$ cat config.mk
export PLATFORM = sky130hd
export DESIGN_NAME = spi_regmap_burst
export DESIGN_NICKNAME = d
export VERILOG_FILES = /design/src/rtl/spi_regmap_pkg.sv /design/src/rtl/spi_sync_edge.sv /design/src/rtl/spi_regmap_burst.sv
export SDC_FILE = /design/constraint.sdc
export NUM_CORES = 1
export LEC_CHECK = 0
export CORE_ASPECT_RATIO = 0.5
export CORE_MARGIN = 3
export CORE_UTILIZATION = 30
export CTS_CLUSTER_SIZE = 20
export DETAILED_ROUTE_END_ITERATION = 16
export GPL_ROUTABILITY_DRIVEN = 0
export PLACE_DENSITY_LB_ADDON = 0.08
export RECOVER_POWER = 100
export SYNTH_ARGS = -nofsm -noshare
export SYNTH_HDL_FRONTEND = slang
export SYNTH_SLANG_ARGS = --single-unit
$ cat constraint.sdc
create_clock -name clk -period 23.2 [get_ports clk]
set_input_delay 4.64 -clock clk [delete_from_list [all_inputs] [get_ports clk]]
set_output_delay 4.64 -clock clk [all_outputs]
set_load 0.02 [all_outputs]
$ cat src/rtl/spi_regmap_pkg.sv
// Shared constants and FSM state type for the SPI register-map front end.
package spi_regmap_pkg;

  localparam int unsigned CMD_W  = 8;
  localparam int unsigned ADDR_W = 7;
  localparam int unsigned RW_BIT = 7;

  typedef enum logic [1:0] {
    ST_IDLE,
    ST_CMD,
    ST_DATA
  } state_t;

endpackage

$ cat src/rtl/spi_sync_edge.sv
// Two-flop synchroniser plus a history flop; flags rising/falling edges of an async pin.
module spi_sync_edge (
  input  logic clk,
  input  logic rst,
  input  logic din,
  output logic rise,
  output logic fall
);

  logic s1, s2, s3;

  // Reset to 0 so a chip select already low at reset release never looks like a fresh fall.
  always_ff @(posedge clk or posedge rst) begin
    if (rst) begin
      s1 <= 1'b0;
      s2 <= 1'b0;
      s3 <= 1'b0;
    end else begin
      s1 <= din;
      s2 <= s1;
      s3 <= s2;
    end
  end

  assign rise = s2 & ~s3;
  assign fall = ~s2 & s3;

endmodule

$ cat src/rtl/spi_regmap_burst.sv
// SPI mode-0 slave register map: command byte, then burst of DATA_W-bit words with address auto-increment.
module spi_regmap_burst
  import spi_regmap_pkg::*;
#(
  parameter int unsigned         DATA_W   = 32,
  parameter int unsigned         NUM_REGS = 16,
  parameter logic [DATA_W-1:0]   RST_VAL  = '0
) (
  input  logic                         clk,
  input  logic                         rst,
  input  logic                         spi_sclk,
  input  logic                         spi_cs_n,
  input  logic                         spi_mosi,
  output logic                         spi_miso,
  output logic                         spi_miso_oe,
  output logic [NUM_REGS*DATA_W-1:0]   regs_o,
  output logic                         wr_stb_o,
  output logic [ADDR_W-1:0]            wr_addr_o,
  output logic                         rd_stb_o,
  output logic                         addr_err_o
);

  localparam int unsigned IDX_W = (NUM_REGS > 1) ? $clog2(NUM_REGS) : 1;
  localparam int unsigned CNT_W = 6;
  localparam logic [CNT_W-1:0] LAST_CMD  = CNT_W'(CMD_W - 1);
  localparam logic [CNT_W-1:0] LAST_DATA = CNT_W'(DATA_W - 1);

  logic sck_rise, sck_fall, cs_rise, cs_fall;
  logic mosi_s1, mosi_s;

  state_t              state;
  logic [CNT_W-1:0]    bit_cnt;
  logic [CMD_W-2:0]    cmd_sh;
  logic [ADDR_W-1:0]   addr;
  logic                is_write;
  logic [DATA_W-1:0]   shreg;
  logic [DATA_W-1:0]   regs [NUM_REGS];

  logic [ADDR_W-1:0]   load_addr;
  logic                load_ok;
  logic [DATA_W-1:0]   load_word;

  spi_sync_edge u_sync_sclk (
    .clk  (clk),
    .rst  (rst),
    .din  (spi_sclk),
    .rise (sck_rise),
    .fall (sck_fall)
  );

  spi_sync_edge u_sync_cs (
    .clk  (clk),
    .rst  (rst),
    .din  (spi_cs_n),
    .rise (cs_rise),
    .fall (cs_fall)
  );

  always_ff @(posedge clk or posedge rst) begin
    if (rst) begin
      mosi_s1 <= 1'b0;
      mosi_s  <= 1'b0;
    end else begin
      mosi_s1 <= spi_mosi;
      mosi_s  <= mosi_s1;
    end
  end

  // During the last command bit the address is not yet in cmd_sh; splice in the live MOSI bit.
  always_comb begin
    load_addr = (state == ST_CMD) ? {cmd_sh[ADDR_W-2:0], mosi_s} : addr;
    load_ok   = ({1'b0, load_addr} < (ADDR_W + 1)'(NUM_REGS));
    load_word = load_ok ? regs[load_addr[IDX_W-1:0]] : '0;
  end

  always_comb begin
    regs_o = '0;
    for (int unsigned n = 0; n < NUM_REGS; n++) begin
      regs_o[n*DATA_W +: DATA_W] = regs[n];
    end
  end

  always_ff @(posedge clk or posedge rst) begin
    if (rst) begin
      state       <= ST_IDLE;
      bit_cnt     <= '0;
      cmd_sh      <= '0;
      addr        <= '0;
      is_write    <= 1'b0;
      shreg       <= '0;
      spi_miso    <= 1'b0;
      spi_miso_oe <= 1'b0;
      wr_stb_o    <= 1'b0;
      wr_addr_o   <= '0;
      rd_stb_o    <= 1'b0;
      addr_err_o  <= 1'b0;
      for (int unsigned n = 0; n < NUM_REGS; n++) begin
        regs[n] <= RST_VAL;
      end
    end else begin
      wr_stb_o   <= 1'b0;
      rd_stb_o   <= 1'b0;
      addr_err_o <= 1'b0;
      if (cs_rise) begin
        state       <= ST_IDLE;
        spi_miso    <= 1'b0;
        spi_miso_oe <= 1'b0;
      end else begin
        case (state)
          ST_IDLE: begin
            if (cs_fall) begin
              state   <= ST_CMD;
              bit_cnt <= '0;
            end
          end
          ST_CMD: begin
            if (sck_rise) begin
              cmd_sh  <= {cmd_sh[CMD_W-3:0], mosi_s};
              bit_cnt <= bit_cnt + 1'b1;
              if (bit_cnt == LAST_CMD) begin
                state    <= ST_DATA;
                bit_cnt  <= '0;
                is_write <= cmd_sh[RW_BIT-1];
                if (cmd_sh[RW_BIT-1]) begin
                  addr <= load_addr;
                end else begin
                  shreg       <= load_word;
                  rd_stb_o    <= 1'b1;
                  addr_err_o  <= ~load_ok;
                  addr        <= load_addr + 1'b1;
                  spi_miso_oe <= 1'b1;
                end
              end
            end
          end
          ST_DATA: begin
            if (sck_rise) begin
              bit_cnt <= (bit_cnt == LAST_DATA) ? '0 : bit_cnt + 1'b1;
              if (is_write) begin
                shreg <= {shreg[DATA_W-2:0], mosi_s};
              end
              if (bit_cnt == LAST_DATA) begin
                addr <= addr + 1'b1;
                if (is_write) begin
                  if (load_ok) begin
                    regs[load_addr[IDX_W-1:0]] <= {shreg[DATA_W-2:0], mosi_s};
                    wr_stb_o  <= 1'b1;
                    wr_addr_o <= addr;
                  end else begin
                    addr_err_o <= 1'b1;
                  end
                end else begin
                  shreg      <= load_word;
                  rd_stb_o   <= 1'b1;
                  addr_err_o <= ~load_ok;
                end
              end
            end else if (sck_fall && !is_write) begin
              spi_miso <= shreg[DATA_W-1];
              shreg    <= {shreg[DATA_W-2:0], 1'b0};
            end
          end
          default: state <= ST_IDLE;
        endcase
      end
    end
  end

endmodule

# Word-level counts from Yosys, hierarchy flattened
# Cells that the tools add are included.
[word_totals]
n_memories = 0
mem_bits_ro = 0
latch_bits = 0
elab_cells = 156
ram_bits = 0
ff_bits = 587
[classes]
multipliers = 0
magnitude_cmp = 3
n_reduce_logical = 20
n_mux = 66
div_mod_pow = 0
eq_ne = 17
shift = 0
addsub = 3
bitwise_logic = 11
[ops]
columns = ["cell", "count"]
rows = [
  ["bitwise mux 512 bit", 1],
  ["2-to-1 mux 32 bit", 12],
  ["binary-select mux 32 bit (select 4 bit)", 1],
  ["demux 32 bit (select 4 bit)", 1],
  ["case mux 32 bit (2 select lines)", 1],
  ["2-to-1 mux 7 bit", 6],
  ["2-to-1 mux 1 bit", 30],
  ["2-to-1 mux 6 bit", 5],
  ["case mux 6 bit (3 select lines)", 1],
  ["AND reduction 6 bit", 3],
  ["adder 7 x 1 -> 7 bit (second input constant)", 2],
  ["inequality test 2 bit (second input constant)", 7],
  ["case mux 7 bit (2 select lines)", 1],
  ["AND reduction 4 bit", 3],
  ["nonzero test 2 bit", 6],
  ["inequality test 3 bit (second input constant)", 3],
  ["2-to-1 mux 2 bit", 4],
  ["less-than comparator 7 x 5 -> 1 bit (second input constant)", 1],
  ["adder 6 x 1 -> 6 bit (second input constant)", 1],
  ["== test 6 x 3 -> 1 bit (second input constant)", 1],
  ["== test 6 x 5 -> 1 bit (second input constant)", 1],
  ["inverter 1 bit", 6],
  ["case mux 2 bit (3 select lines)", 1],
  ["AND reduction 3 bit", 2],
  ["other kinds (14)", 20],
]

# Longest topological paths before layout
[depth]
ltp_word = 11
ltp_mapped = 13

# Hierarchy
# A second synthesis with hierarchy kept.
[hier_totals]
hier_cells = 2373
area_unflattened_um2 = 27546.4
[by_module_without_submodules]
columns = ["mod", "area_per_inst_um2", "instances", "cells_per_inst", "seq_area_each_um2"]
rows = [
  ["spi_regmap_burst", 27358.7, 1, 2361, 14538.9],
  ["spi_sync_edge", 93.8, 2, 6, 75.1],
]

# Least setup slack after synthesis
# No wires, ideal clock.
[synth_path]
path_type = "reg-to-output"
start = "register regs, in the netlist regs_o[384]"
end = "output regs_o[384]"
slack_ps = 18112
required_ps = 18560
stages_incl_launch_ff = 1
t_arrival_ps = 448
path_cell_list = "dfrtp_1"
[synth_lines]
columns = ["item", "line_no", "source"]
rows = [
  ["start, declared", "spi_regmap_burst.sv:37", "logic [DATA_W-1:0] regs [NUM_REGS];"],
  ["start signal, assigned by index", "spi_regmap_burst.sv:146", "regs[load_addr[IDX_W-1:0]] <= {shreg[DATA_W-2:0], mosi_s};"],
  ["end, declared", "spi_regmap_burst.sv:16", "output logic [NUM_REGS*DATA_W-1:0] regs_o,"],
]
# No word-level cell between the ends.

# Worst setup path after layout
[layout_path]
start = "register state[1]"
end = "register shreg[16]"
[layout_between]
elab_chain_len = 11
word_cells_on_any_way = 22
cone_classes = "order compare (1); eq/ne (6); mux (12); bitwise (1); reduce/logical (2)"
[layout_lines]
columns = ["item", "line_no", "source"]
rows = [
  ["start, declared", "spi_regmap_burst.sv:31", "state_t state;"],
  ["start signal, assigned", "spi_regmap_burst.sv:85", "state <= ST_IDLE;"],
  ["start signal, assigned", "spi_regmap_burst.sv:105", "state <= ST_IDLE;"],
  ["start signal, assigned", "spi_regmap_burst.sv:112", "state <= ST_CMD;"],
  ["== test 2 x 1 -> 1 bit", "spi_regmap_burst.sv:71, spi_regmap_burst.sv:109", ""],
  ["2-to-1 mux 7 bit", "spi_regmap_burst.sv:71", "load_addr = (state == ST_CMD) ? {cmd_sh[ADDR_W-2:0], mosi_s} : addr;"],
  ["inverter 4 -> 5 bit (not written as such)", "spi_regmap_burst.sv:73", "load_word = load_ok ? regs[load_addr[IDX_W-1:0]] : '0;"],
  ["binary-select mux 32 bit (select 4 bit)", "spi_regmap_burst.sv:73", ""],
  ["2-to-1 mux 32 bit (not written as such) (2 in series)", "spi_regmap_burst.sv:73", ""],
  ["2-to-1 mux 32 bit", "spi_regmap_burst.sv:73", ""],
  ["2-to-1 mux 32 bit (on tied branches)", "spi_regmap_burst.sv:144, spi_regmap_burst.sv:124", ""],
  ["2-to-1 mux 32 bit (on tied branches)", "spi_regmap_burst.sv:142, spi_regmap_burst.sv:120", ""],
  ["2-to-1 mux 32 bit (on tied branches)", "spi_regmap_burst.sv:137, spi_regmap_burst.sv:117", ""],
  ["case mux 32 bit (2 select lines)", "spi_regmap_burst.sv:109", "case (state)"],
  ["end signal, assigned", "spi_regmap_burst.sv:140", "shreg <= {shreg[DATA_W-2:0], mosi_s};"],
  ["end signal, assigned", "spi_regmap_burst.sv:153", "shreg <= load_word;"],
  ["end signal, assigned", "spi_regmap_burst.sv:160", "shreg <= {shreg[DATA_W-2:0], 1'b0};"],
  ["end, declared", "spi_regmap_burst.sv:36", "logic [DATA_W-1:0] shreg;"],
]
# Several ways; a longest one is shown, not always the timed one. The select of a mux whose other input is x is not followed.
# A chain may end at the register's enable or synchronous reset.

==> flow_summary_export.csv <==
group,metric,value,unit
place,hpwl,73.01,mm
synth,netlist_instances,2409,
timing,worstMarginPinSlew,5557,ps
routing,drt-met1-wl,51.76,mm
clocking,cts.sinks,587,
timing,finalSetupTns,0,ps
synth,synth.largest_area_cell,"dfrtp_1",
critical_path,cp_data_arrival_time,14930,ps
global_routing,antenna_found_initial,1,
floorplanning,io_pins,529,
final_layout,multi_input_area,11620,um^2
final_layout,layout.nets,2828,
timing,skew,18.18,ps
timing,maxSlewHeadroom,-272.5,%
routing,firstDrtPassIters,8,
timing,fmax,0.06958,GHz
pwr,powerDensity,91.02,nW/um^2
clocking,clk_pin_slew,60,ps
clocking,cts_root_buffer,"clkbuf_16",
clocking,cts_buffer_depth,3,
timing,final_max_slew_viol_count,1060,
synth,synth_top_area_share,50.67,%
critical_path,worstPathRequired,23750,ps
global_routing,grt.total_usage,22.59,%
routing,detail-route-antenna-nets,0,
routing,wl_met3,5.075,mm
pwr,p_leak,17.92,nW
routing,routed.top_layer,"met4",
clocking,cts.hold.buffers_added,0,
global_routing,grt_max_degree,124,
worst_hold_path,holdPathStages,0,
synth,async_flop_share,100.0,%
critical_path,start_kind,"register",
synth,synth_area_per_cell,12.03,um^2
synth,ys.flop_type,"dfrtp_1",
timing,setup_violations,0,
final_layout,area_delta_synth_final,22.10,%
critical_path,endpoint_kind,"register",
run_status,violations,"capacitance limit, slew limit",
synth,netlist-cell-type-count,63,
synth,yosys-top-cells-count,"dfrtp_1 (587), nand2_1 (466), mux2_4 (360)",
clocking,cts_made_buffers,59,
routing,via_per_inst,5.148,
critical_path,cpMaxStageDelayCell,"clkinvlp_2",
global_routing,grt_pass1_wl,165.7,mm
final_layout,insertedDiodeCount,0,
floorplanning,initial_core_util,30.71,%
synth,netlist_area,28990,um^2
floorplanning,placementRows,79,
synth,netlist_top_cells_area,"dfrtp_1 (51%), mux2_4 (19%), mux2_2 (6.5%)",
timing,hold_viol,0,
critical_path,rr_worst_depth,9,
routing,dr_wl_met2,56.73,mm
place,port-buffer-count,528,
timing,post-route-period-util,61.95,%
worst_hold_path,hp-class,"register to register",
floorplanning,die_w,445.6,um
pwr,vdd_drop_max,0.07398,mV
synth,yosysMostFrequentCell,"dfrtp_1",
timing,setup_ws,8827,ps
final_layout,fillers,9493,
synth,synth_nets,2426,
clocking,post_cts_resized,0,
run,maxCapViolCount,26,
synth,synth-warning-count,0,
global_routing,globalRouteOverflowTotal,0,
timing,period_needed,14370,ps
floorplanning,die_y,225.8,um
routing,wl_per_cell,28.34,um
synth,synth_edf_count,0,
critical_path,crit_fanout,122,
clocking,post_cts_buffers,0,
clocking,tritoncts,"yes",
final_layout,seq_area,14690,um^2
timing,rsz0062_at_grt,"no",
critical_path,worst-setup-path-type,"register to register",
final_layout,layout-drive-gt1-share,11.10,%
clocking,clk_latency,660,ps
run_status,status,"finished, violations left",
routing,drt-initial-drc-count,1678,
synth,ys_ff_latch,587,
global_routing,grt_pass1_vias,21070,
routing,routed_wl,116.5,mm
routing,num_vias,21160,
critical_path,cp_cell_sequence,"inv_1 -> ha_1 -> mux2_1 -> clkinvlp_2 -> o21ai_0 -> buf_4 -> nor3_1 -> a311o_1 -> o31ai_1",
critical_path,cpPeakStageDelay,5630,ps
synth,ys_seq_area_share,50.67,%
routing,detail_route.drc_violations,0,
floorplanning,die_area,100600,um^2
clocking,htreeDepth,2,
floorplanning,core,94400,um^2
place,post-place-ws,14550,ps
cell type report:
| type | count | area share [%] |
|---|---|---|
| clock buffers | 93 | 5.129 |
| clock inverters | 12 | 0.4313 |
| inverters | 14 | 0.1591 |
| multi-input cells | 1589 | 32.83 |
| flip-flops and latches | 587 | 41.50 |
| well taps | 1255 | 4.436 |
| repair buffers | 560 | 15.51 |
state kept, by name (all words and copies together) (netlist names), 2 cells and up:
name	cells
addr	7
bit_cnt	6
cmd_sh	7
regs_o	512
shreg	32
state	2
wr_addr_o	7
critical path: cells and delay by family (launching register included):
kind            cells  cell delay [ps]
buf+inv             3             6440
compound gates      3             4260
mux                 1             2510
flops               1              370
fa+ha+maj           1              430
simple gates        1              100
where the power goes:
part / total, mW / internal, mW / switching [mW]
clock: 1.01 / 0.566 / 0.442
combinational: 1.08 / 0.283 / 0.797
sequential: 1.13 / 1.05 / 0.0848
total: 3.22 / 1.90 / 1.32
cells by family (layout without fill, tap and decap cells):
logic type | after synthesis | after routing | synth area share [%]
AOI/OAI and AO/OA | 235 | 235 | 5.684
DFF | 587 | 587 | 50.67
buffers and inverters | 233 | 679 | 4.441
xor gates and xnor gates | 6 | 6 | 0.1813
and+or+nand+nor | 783 | 783 | 12.46
muxes | 553 | 553 | 26.04
adders and majority gates | 12 | 12 | 0.5179
path summary, 6_finish.rpt:
kind / startpoint / end / slack, ps
worst max-delay path: state[1] / shreg[16] / 8830
worst max register to register: state[1] / shreg[16] / 8830
max in group asynchronous: rst / bit_cnt[4] / 10970
worst min-delay path: u_sync_cs.s1 / u_sync_cs.s2 / 350
worst min register to register: u_sync_cs.s1 / u_sync_cs.s2 / 350
min in group asynchronous: rst / regs_o[185] / 6150
per-stage QoR:
stage | hold slack [ps] | utilization, % | instances | instance area, um^2 | total power, mW
final | 347.5 | 37.50 | 4110 | 35400 | 3.222
after global routing | 354.6 | 37.50 | 4110 | 35400 | 3.384
after CTS | 350.3 | 39.16 | 4110 | 36960 | 3.290
after detailed placement | 335.8 | 37.07 | 4005 | 34990 | 2.267
after global placement | 336.2 | 37.07 | 4005 | 34990 | 2.267
after floorplan | 331.2 | - | 2409 | 28990 | 1.820
metal layers:
metal / up-vias / track usage [%]
li1: 9348 / -
met1: 11080 / 31.16
met2: 567 / 37.60
met3: 160 / 3.041
met4: 0 / 5.551
met5: - / 0
cells in the final DEF (no fill, tap or decap), types with 27 or more instances in the layout:
cell	netlist	routed
a21oi_1	39	37
a22oi_1	32	31
clkbuf_16	0	60
dfrtp_1	587	587
dlygate4sd3_1	0	528
mux2_1	1	349
mux2_2	168	167
nand2_1	466	466
nand3_1	163	175
nand4_1	28	28
nor3_1	31	31
o21ai_0	42	46
o31ai_1	27	27
No activity file was read; power rests on OpenSTA's default activity.
